`config.mk`:
```
export PLATFORM = sky130hd
export DESIGN_NAME = dmem_arbiter
export DESIGN_NICKNAME = d
export VERILOG_FILES = /design/src/rtl/dmem_arb_pkg.sv /design/src/rtl/arb_pick.sv /design/src/rtl/dmem_arbiter.sv
export SDC_FILE = /design/constraint.sdc
export NUM_CORES = 1
export LEC_CHECK = 0
export ABC_AREA = 1
export CORE_UTILIZATION = 33
export CTS_CLUSTER_DIAMETER = 100
export DETAILED_ROUTE_END_ITERATION = 8
export PLACE_DENSITY = 0.81
export SETUP_SLACK_MARGIN = 0.02
export SLEW_MARGIN = 20
export SYNTH_ARGS = -nofsm -noshare
export SYNTH_HDL_FRONTEND = slang
export SYNTH_SLANG_ARGS = --single-unit
```
`constraint.sdc`:
```
create_clock -name clk -period 0.9 [get_ports clk]
set_input_delay 0.18 -clock clk [delete_from_list [all_inputs] [get_ports clk]]
set_output_delay 0.18 -clock clk [all_outputs]
set_load 0.01 [all_outputs]
```
`src/rtl/dmem_arb_pkg.sv`:
```
// Shared types for the data-memory arbiter.
// Struct field widths are sized by the package localparams below.
package dmem_arb_pkg;

  localparam int NUM_REQ     = 2;
  localparam int DMEM_ADDR_W = 32;
  localparam int DMEM_DATA_W = 32;

  typedef enum logic {
    IDLE,
    ACCESS
  } arb_state_e;

  typedef struct packed {
    logic                   we;
    logic [DMEM_ADDR_W-1:0] addr;
    logic [DMEM_DATA_W-1:0] wdata;
    logic [2:0]             func3;
  } dmem_req_t;

endpackage

```
`src/rtl/arb_pick.sv`:
```
// Two-input grant picker. DMEM_ARB_RR_EN selects round-robin on conflict;
// otherwise port 0 has fixed priority and the priority input is absent.
module arb_pick
  import dmem_arb_pkg::*;
(
  input  logic [NUM_REQ-1:0] valid,
`ifdef DMEM_ARB_RR_EN
  input  logic               prio,
`endif
  output logic [NUM_REQ-1:0] grant
);

  always_comb begin
    grant = '0;
`ifdef DMEM_ARB_RR_EN
    if (valid == 2'b11) begin
      grant = prio ? 2'b10 : 2'b01;
    end else begin
      grant = valid;
    end
`else
    if (valid[0]) begin
      grant = 2'b01;
    end else if (valid[1]) begin
      grant = 2'b10;
    end
`endif
  end

endmodule

```
`src/rtl/dmem_arbiter.sv`:
```
// Shares one data-memory port between the core (port 0) and a secondary master (port 1).
// Build with DMEM_ARB_RR_EN for round-robin arbitration; default is fixed priority to port 0.
module dmem_arbiter
  import dmem_arb_pkg::*;
#(
  parameter int ADDR_W = DMEM_ADDR_W,
  parameter int DATA_W = DMEM_DATA_W
) (
  input  logic                      clk,
  input  logic                      rst,
  input  logic [NUM_REQ-1:0]        req_valid,
  output logic [NUM_REQ-1:0]        req_ready,
  input  logic [NUM_REQ-1:0]        req_we,
  input  logic [NUM_REQ*ADDR_W-1:0] req_addr,
  input  logic [NUM_REQ*DATA_W-1:0] req_wdata,
  input  logic [NUM_REQ*3-1:0]      req_func3,
  output logic [NUM_REQ-1:0]        rsp_valid,
  output logic [DATA_W-1:0]         rsp_rdata,
  output logic                      mem_read,
  output logic                      mem_write,
  output logic [ADDR_W-1:0]         mem_addr,
  output logic [DATA_W-1:0]         mem_wdata,
  output logic [2:0]                mem_func3,
  input  logic [DATA_W-1:0]         mem_rdata
);

  arb_state_e         state;
  dmem_req_t          req_q;
  dmem_req_t          win_req;
  logic               id_q;
  logic               win_id;
  logic               accept;
  logic               in_access;
  logic [NUM_REQ-1:0] grant;
`ifdef DMEM_ARB_RR_EN
  logic               prio_q;
`endif

  arb_pick u_pick (
    .valid (req_valid),
`ifdef DMEM_ARB_RR_EN
    .prio  (prio_q),
`endif
    .grant (grant)
  );

  assign req_ready = rst ? grant : '0;
  assign accept    = |req_ready;
  assign win_id    = grant[1];

  always_comb begin
    win_req.we    = req_we[win_id];
    win_req.addr  = DMEM_ADDR_W'(req_addr[int'(win_id)*ADDR_W +: ADDR_W]);
    win_req.wdata = DMEM_DATA_W'(req_wdata[int'(win_id)*DATA_W +: DATA_W]);
    win_req.func3 = req_func3[int'(win_id)*3 +: 3];
  end

  // req_q is cleared whenever nothing is accepted, so the mem_* buses read 0 in IDLE.
  assign in_access = (state == ACCESS);
  assign mem_read  = rst & in_access & ~req_q.we;
  assign mem_write = rst & in_access & req_q.we;
  assign mem_addr  = ADDR_W'(req_q.addr);
  assign mem_wdata = DATA_W'(req_q.wdata);
  assign mem_func3 = req_q.func3;

  always_ff @(posedge clk) begin
    if (!rst) begin
      state     <= IDLE;
      req_q     <= '0;
      id_q      <= 1'b0;
      rsp_valid <= '0;
      rsp_rdata <= '0;
`ifdef DMEM_ARB_RR_EN
      prio_q    <= 1'b0;
`endif
    end else begin
      rsp_valid <= '0;
      if (in_access) begin
        rsp_valid[id_q] <= 1'b1;
        rsp_rdata       <= req_q.we ? '0 : mem_rdata;
      end
      if (accept) begin
        state <= ACCESS;
        req_q <= win_req;
        id_q  <= win_id;
`ifdef DMEM_ARB_RR_EN
        prio_q <= ~win_id;
`endif
      end else begin
        state <= IDLE;
        req_q <= '0;
      end
    end
  end

endmodule

```
==> qor.txt, run 1 <==
final routed wire length divided by cell count: 16.29 um
highest-count cells in the layout ignoring fill and taps: 168 x clkdlybuf4s50_1, 100 x nand3_1, 93 x nand2_1
Cell Area, Synth: 0.004210 mm^2
average size of a mapped cell: 7.974 um^2
leftover overflow at the end of global routing: 0
Req. time, crit path: 0.72 ns
number of antenna violations at the first check in global routing: 0
period utilisation layout: 131.8%
Total Neg Setup Slack: -12.91 ns
Worst slew margin: 77.89%
worst clock skew: 0.002377 ns
total length of routed wires: 14,920 um
remaining number of nets flagged by the antenna check after routing: 0
clock root cell: clkbuf_16
worst-skew pair later-pin latency: 0.34 ns
floorplan die width: 115.0 um
register-to-register setup slack: -0.27 ns
maximum number of pins on one net before global-route repair: 40
DRC viols: 0
net load switching power: 2796 uW
Final Hold Violating Endpoints: 0
layout cell share with drive strength beyond 1: 37.83%
total CTS buffers: 9
top cells by area, synth: dfxtp_1 49%, buf_4 14%, nand2_1 12%
Final setup viols: 135
placed wire-length estimate: 9868 um
Max Buffers Root-to-Sink: 2
status: finished, violations left
sequential fraction of the synthesis area: 49.45%
Power Internal: 8815 uW
core outline area: 0.01221 mm^2
fraction of power spent switching nets: 24.08%
share of Yosys cell area claimed by the top area cell type: 49.45%
diode count: 0
clock tree from TritonCTS: built
max-capacitance violation count: 0
violated checks: setup timing
H-tree depth reported by CTS: 3
vias in the first global route: 4,238
final-report max-slew violation count: 0
measured slew at the worst slew-check pin: 0.3316 ns
setup slack after placement: -0.8262 ns
part of the total power dissipated in combinational logic: 20.7%
Static Leak: 0.003363 uW
input/output buffers: 276
clock tree sinks: 104
layout overhead on the synthesized area: 76.46%
Vias: 4,304
distinct cell type count after synthesis: 16
CP Max Fanout: 3
total power per unit cell area: 1563 mW/mm^2
floorplan row count: 40
total number of nets in the final design: 917
Worst Setup Start Kind: flop
initial cell density of the core: 34.48%
Final Critical Period: 1.186 ns
drt first pass iters: 4
post-route core utilization: 60.84%
hold-fix buffer count after cts: 0
number of instances in the synthesized netlist: 528
setup repair after global routing missed its margin: true
post-synth top area cell: dfxtp_1
via/cell ratio: 4.699
Critical Path End Type: primary output
type of the tightest min-delay check: input pin to flop
nets in the synthesized netlist: 700
global routing usage summed across all routing layers: 20.90%
WS Path Type: flop to primary output
height of the chip: 115.0 um
most common cell after layout, fill and taps aside: clkdlybuf4s50_1
fin worst setup slack: -0.2859 ns
clock slew at the register clock pins of the worst setup and hold paths: 0.07 ns
boundary pin count: 277
Synth Register Bits: 104
die outline area: 0.01321 mm^2
final non-filler cell total: 916
wire length of the first global-routing pass: 20,980 um
fill count: 1,034
critical path arrival: 1.01 ns
worst vdd ir: 931.5 uV
relative contribution of the clock network to total power: 35.8%
number of placed instances, taps included: 893
sequential cell fraction of total power: 43.6%
placer's final routability congestion estimate: 0.8115
drt first-iter violations: 271
number of warning messages in the yosys log: 0
fmax: 0.8432 GHz
-- cell type report --
type                       instances  area, um^2  area share [%]
clock buffer                      10       239.0           3.217
timing repair buffer             312        3113           41.90
tap                              168       210.2           2.829
multi-input combinational        311        1602           21.56
sequential                       104        2170           29.20
clock inverter                     4       70.07          0.9431
inverter                           7       26.28          0.3537
-- power groups by stage --
stage / clock network, uW / logic (uW) / registers (uW)
final: 4150 / 2400 / 5060
after global routing: 4450 / 2580 / 5080
after CTS: 4210 / 2210 / 5020
after detailed placement: 0 / 2270 / 5080
after global placement: 0 / 2250 / 5070
after floorplan: 0 / 953 / 5110
-- synthesized netlist by cell type --
cell and instances:
buf_4 76, nor2_4 1, nor3_1 1, dfxtp_1 104, a21oi_1 68, nand2_1 134, nor2_1 5, inv_2 2
clkbuf_1 13, buf_2 14, buf_1 2, nand2_2 1, buf_6 1, inv_1 5, o21ai_2 1, nand3_1 100
-- sequential cells by signal, summed over array words and instances (netlist names) --
name,cells
id_q,1
in_access,1
mem_addr,32
mem_func3,3
mem_wdata,32
req_q,1
rsp_rdata,32
rsp_valid,2
-- routing by layer --
layer,GRT usage [%],share of wire (%),vias to the layer above
met5,0,0,-
met4,9.957,3.0,0
met3,8.224,10,34
met2,37.59,51,203
met1,21.15,35,1979
li1,-,-,2088
-- final timing paths --
kind	start	endpoint	cells past startpoint
hold reg to reg	id_q	rsp_valid[0]	1
hold / removal	req_valid[0]	id_q	3
setup / recovery	in_access	mem_read	3
setup reg to reg	in_access	rsp_rdata[3]	7
-- through the flow --
stage	power (uW)	hold WS, ns	instance area [um^2]
detailed placement	7349	0.4327	6785
global placement	7320	0.4343	6785
global route	12110	0.1360	7430
floorplan	6061	0.2568	4284
finish	11610	0.1368	7430
CTS	11450	0.1749	7029
-- cell families (layout without fill, tap and decap cells) --
kind of cell | Yosys count | after routing | share of synthesized area (%)
buf+inv | 113 | 333 | 17.44
compound gates | 69 | 69 | 8.291
flops | 104 | 104 | 49.45
simple gates | 242 | 242 | 24.81
-- repair_timing --
item	CTS	global route
setup buffers	2	5
gates cloned	2	1
pin swaps	1	2
resized for setup	528	107
endpoints found under the hold margin	0	0
setup endpoints to repair	206	154
-- critical path, cell delays in order (launching register included) --
cell     delay (ns)
dfxtp_2        0.35
nand2_4        0.07
nor2_4         0.12
buf_6          0.12
(Power assumes the default switching activity.)
==> run 2, diff against run 1 <==
Settings changed: TNS_END_PERCENT set to 20.
==> qor.txt, run 2 (synthesized netlist as in run 1, its figures left out) <==
status: finished, violations left
violated checks: setup timing
CP Max Fanout: 2 (-1)
boundary pin count: 277 (unchanged)
vias in the first global route: 4,141 (-2.3%)
worst vdd ir: 662.0 uV (-29%)
placer's final routability congestion estimate: 0.8069 (-0.57%)
final routed wire length divided by cell count: 15.44 um (-5.2%)
Final setup viols: 137 (+1.5%)
layout cell share with drive strength beyond 1: 32.75% (-5.1 points)
total power per unit cell area: 1583 mW/mm^2 (+1.3%)
Vias: 4,314 (+0.23%)
clock slew at the register clock pins of the worst setup and hold paths: 0.07 ns (about the same)
worst-skew pair later-pin latency: 0.34 ns (about the same)
drt first pass iters: 4 (unchanged)
met2 GRT Util: 36.22% (-1.4 points)
period utilisation layout: 130.7% (-1.0 points)
measured slew at the worst slew-check pin: 0.3750 ns (+0.04341 ns)
met1 capacity usage during global routing: 21.89% (+0.75 points)
final-report max-slew violation count: 0 (unchanged)
drt first-iter violations: 243 (-10%)
Max Buffers Root-to-Sink: 2 (unchanged)
total length of routed wires: 14,100 um (-5.5%)
Static Leak: 0.003212 uW (-4.5%)
floorplan row count: 40 (unchanged)
clock tree from TritonCTS: built
type of the tightest min-delay check: input pin to flop
via/cell ratio: 4.725 (+0.56%)
clock tree sinks: 104 (unchanged)
max-capacitance violation count: 0 (unchanged)
leftover overflow at the end of global routing: 0 (unchanged)
Final Hold Violating Endpoints: 0 (unchanged)
fin worst setup slack: -0.2765 ns (+0.009440 ns)
remaining number of nets flagged by the antenna check after routing: 0 (unchanged)
total number of nets in the final design: 912 (-0.55%)
worst clock skew: 0.005942 ns (+0.003566 ns)
clock root cell: clkbuf_16
dpl cell area: 0.006778 mm^2 (-0.11%)
H-tree depth reported by CTS: 3 (unchanged)
hold-fix buffer count after cts: 0 (unchanged)
Req. time, crit path: 0.72 ns (about the same)
initial cell density of the core: 34.48% (unchanged)
diode count: 0 (unchanged)
Final Critical Period: 1.176 ns (-0.009440 ns)
fmax: 0.8500 GHz (+0.80%)
placed wire-length estimate: 9806 um (-0.63%)
height of the chip: 115.0 um (unchanged)
Worst slew margin: 75.00% (-2.9 points)
WS Path Type: flop to primary output
Post-Layout Inst Area: 0.007173 mm^2 (-3.5%)
floorplan die width: 115.0 um (unchanged)
post-route core utilization: 58.74% (-2.1 points)
highest-count cells in the layout ignoring fill and taps: 168 x clkdlybuf4s50_1, 133 x nand2_1, 100 x nand3_1
DRC viols: 0 (unchanged)
total CTS buffers: 9 (unchanged)
Worst Setup Start Kind: flop
input/output buffers: 276 (unchanged)
most common cell after layout, fill and taps aside: clkdlybuf4s50_1
Critical Path End Type: primary output
number of antenna violations at the first check in global routing: 0 (unchanged)
wire length of the first global-routing pass: 20,750 um (-1.1%)
core outline area: 0.01221 mm^2 (unchanged)
routing layer with the top usage in global route: met2
layout overhead on the synthesized area: 70.37%
tightest hold margin: 0.2055 ns (+0.06871 ns)
maximum number of pins on one net before global-route repair: 39 (-2.5%)
global routing met3 resource utilization: 7.855% (-0.37 points)
die outline area: 0.01321 mm^2 (unchanged)
setup repair after global routing missed its margin: true
critical path arrival: 1.00 ns (about the same)
global routing usage summed across all routing layers: 20.42% (-0.47 points)
[run 2: worst paths after layout]
path | start | endpoint | slack [ns] | cells after the start
hold reg to reg | id_q | rsp_valid[0] | 0.45 | 1
setup / recovery | req_q[67] | mem_write | -0.28 | 3
setup reg to reg | in_access | rsp_rdata[4] | -0.16 | 6
hold / removal | rst | rsp_rdata[2] | 0.21 | 3
[run 2: repair_timing]
item / 4_1_cts / 5_1_grt
pin swaps: 2 / 1
buffers inserted: 5 / 2
hold endpoints to repair: 0 / 0
resized for setup: 530 / 55
endpoints found under the setup margin: 207 / 154
cloned: 0 / 1
[run 2: area by class of cell]
cell class / instances / area, um^2
Inverter: 7 / 26.28
Clock buffer: 12 / 256.5
Timing Repair Buffer: 307 / 3003
Fill cell: 1050 / 5039
Tap cell: 168 / 210.2
Clock inverter: 4 / 52.55
Multi-Input combinational cell: 311 / 1454
Sequential cell: 104 / 2171
[run 2: per-stage QoR]
stage	power [uW]	setup TNS, ns	setup WS (ns)	cells
2_1_floorplan	6055	-0.1725	-0.03713	528
3_3_place_gp	7316	-80.83	-0.8247	890
3_5_place_dp	7340	-81.86	-0.8373	890
4_1_cts	11330	-13.52	-0.2728	910
5_1_grt	11850	-15.00	-0.3264	913
6_report	11350	-9.890	-0.2765	913
[run 2: per-layer routing]
layer | wire length [um] | part of all wire, %
met3 | 1457 | 10
met5 | 0 | 0
met2 | 7050 | 50
met4 | 248 | 1.8
met1 | 5342 | 38
[run 2: worst max-delay path, stage by stage (launching register included)]
cell and delay [ns]:
dfxtp_4 0.38, inv_2 0.04, nor2_2 0.10, buf_2 0.14
[run 2: power breakdown]
part,internal (uW),switching (uW)
Clock,2320,1720
Sequential,4920,140
Combinational,1350,901
==> run 3, diff against run 2 <==
Settings changed: MAX_ROUTING_LAYER set to met4, TNS_END_PERCENT 20 to 5.
==> qor.txt, run 3 (synthesized netlist as in run 1, its figures left out) <==
input/output buffers: 276 (unchanged)
clock root cell: clkbuf_16
DRC viols: 0 (unchanged)
stage delay of the slowest cell on the critical path: 0.36 ns (-0.02 ns)
total length of routed wires: 13,880 um (-1.5%)
floorplan row count: 40 (unchanged)
fill count: 1,050 (unchanged)
maximum number of pins on one net before global-route repair: 47 (+21%)
worst path buffer plus inverter count: 1 (-1)
vias in the first global route: 4,194 (+1.3%)
final non-filler cell total: 908 (-0.55%)
Static Leak: 0.003203 uW (-0.29%)
H-tree depth reported by CTS: 3 (unchanged)
worst-skew pair later-pin latency: 0.35 ns (about the same)
period utilisation layout: 132.6% (+1.8 points)
worst clock skew: 0.005266 ns (-0.0006762 ns)
diode count: 0 (unchanged)
Post-Layout Inst Area: 0.007118 mm^2 (-0.77%)
register area: 0.002167 mm^2 (-0.17%)
WS Path Type: flop to primary output
fin worst setup slack: -0.2930 ns (-0.01652 ns)
total CTS buffers: 9 (unchanged)
Req. time, crit path: 0.72 ns (about the same)
height of the chip: 115.0 um (unchanged)
hold-fix buffer count after cts: 0 (unchanged)
layout cell share with drive strength beyond 1: 30.68% (-2.1 points)
Critical Path End Type: primary output
worst vdd ir: 1580 uV (+140%)
total power per unit cell area: 1601 mW/mm^2 (+1.2%)
status: finished, violations left
remaining number of nets flagged by the antenna check after routing: 0 (unchanged)
total number of nets in the final design: 908 (-0.44%)
kind of cell with the highest combined delay on the critical path: flip-flops
Final setup viols: 135 (-1.5%)
number of antenna violations at the first check in global routing: 0 (unchanged)
number of placed instances, taps included: 888 (-0.22%)
Worst Setup Start Kind: flop
highest-count cells in the layout ignoring fill and taps: 168 x clkdlybuf4s50_1, 133 x nand2_1, 100 x nand3_1
wire length of the first global-routing pass: 20,890 um (+0.67%)
Total Neg Setup Slack: -11.34 ns (-1.450 ns)
most common cell after layout, fill and taps aside: clkdlybuf4s50_1
chain of cells forming the critical path: nand2_4, nor2_4, buf_6
final routed wire length divided by cell count: 15.29 um (-0.99%)
critical path arrival: 1.01 ns (about the same)
Vias: 4,254 (-1.4%)
placer's final routability congestion estimate: 0.8152 (+1.0%)
placed wire-length estimate: 9879 um (+0.75%)
leftover overflow at the end of global routing: 0 (unchanged)
initial cell density of the core: 34.48% (unchanged)
dpl cell area: 0.006736 mm^2 (-0.61%)
layout overhead on the synthesized area: 69.06%
fmax: 0.8382 GHz (-1.4%)
setup repair after global routing missed its margin: true
CP Max Fanout: 3 (+1)
Max Buffers Root-to-Sink: 2 (unchanged)
Final Critical Period: 1.193 ns (+0.01652 ns)
floorplan die width: 115.0 um (unchanged)
via/cell ratio: 4.685 (-0.85%)
max-capacitance violation count: 0 (unchanged)
final-report max-slew violation count: 0 (unchanged)
slowest cell on the critical path: dfxtp_2
core outline area: 0.01221 mm^2 (unchanged)
Final Hold Violating Endpoints: 0 (unchanged)
clock tree sinks: 104 (unchanged)
PnR Total Power: 11,400 uW (+0.42%)
violated checks: setup timing
boundary pin count: 277 (unchanged)
die outline area: 0.01321 mm^2 (unchanged)
Multi-input gate area: 0.001418 mm^2 (-2.5%)
drt first-iter violations: 300 (+23%)
clock slew at the register clock pins of the worst setup and hold paths: 0.07 ns (about the same)
type of the tightest min-delay check: input pin to flop
tightest hold margin: 0.1545 ns (-0.05094 ns)
measured slew at the worst slew-check pin: 0.3671 ns (-0.007938 ns)
drt first pass iters: 4 (unchanged)
global routing usage summed across all routing layers: 21.35% (+0.92 points)
clock tree from TritonCTS: built
Worst slew margin: 75.53% (+0.53 points)
-- run 3: final cells by class --
type / instances / share of cell area, %
Clock buffer: 9 / 3.164
Clock inverter: 6 / 1.178
Inverter: 7 / 0.3691
Multi-Input combinational cell: 311 / 19.92
Sequential cell: 104 / 30.44
Tap cell: 168 / 2.953
Timing Repair Buffer: 303 / 41.98
-- run 3: per-layer routing --
metal / GRT usage (%) / part of all wire (%) / vias to the layer above
li1: - / - / 2069
met1: 22.94 / 38 / 1961
met2: 36.35 / 51 / 205
met3: 8.487 / 9.7 / 19
met4: 5.887 / 1.5 / 0
met5: - / 0 / -
-- run 3: through the flow --
step           worst slack, ns  utilization, %
2_1_floorplan         -0.03713               -
4_1_cts                -0.2925           56.60
3_3_place_gp           -0.9097           55.16
6_report               -0.2930           58.29
5_1_grt                -0.3497           58.29
3_5_place_dp           -0.9122           55.16
-- run 3: worst paths after layout --
check,to,depth (start not counted),from,slack [ns]
hold reg to reg,rsp_rdata[16],2,rsp_rdata[16],0.48
setup reg to reg,rsp_rdata[28],6,in_access,-0.19
setup / recovery,mem_read,3,in_access,-0.29
hold / removal,id_q,3,req_valid[0],0.15
-- run 3: worst min-delay path, stage by stage --
cell and delay [ns]:
buf_2 0.11, buf_4 0.12, nor3_1 0.05
-- run 3: report_power, final --
part / total [uW] / switching, uW / leakage, uW / internal, uW
clock network: 4130 / 1710 / 0.000155 / 2420
logic: 2220 / 876 / 0.00216 / 1340
registers: 5060 / 139 / 0.000883 / 4920
-- run 3: repair_timing --
action / in CTS / in global routing
setup buffers: 2 / 1
endpoints found under the setup margin: 209 / 139
resized for setup: 536 / 41
cloned: 0 / 2
pin swaps: 2 / 2
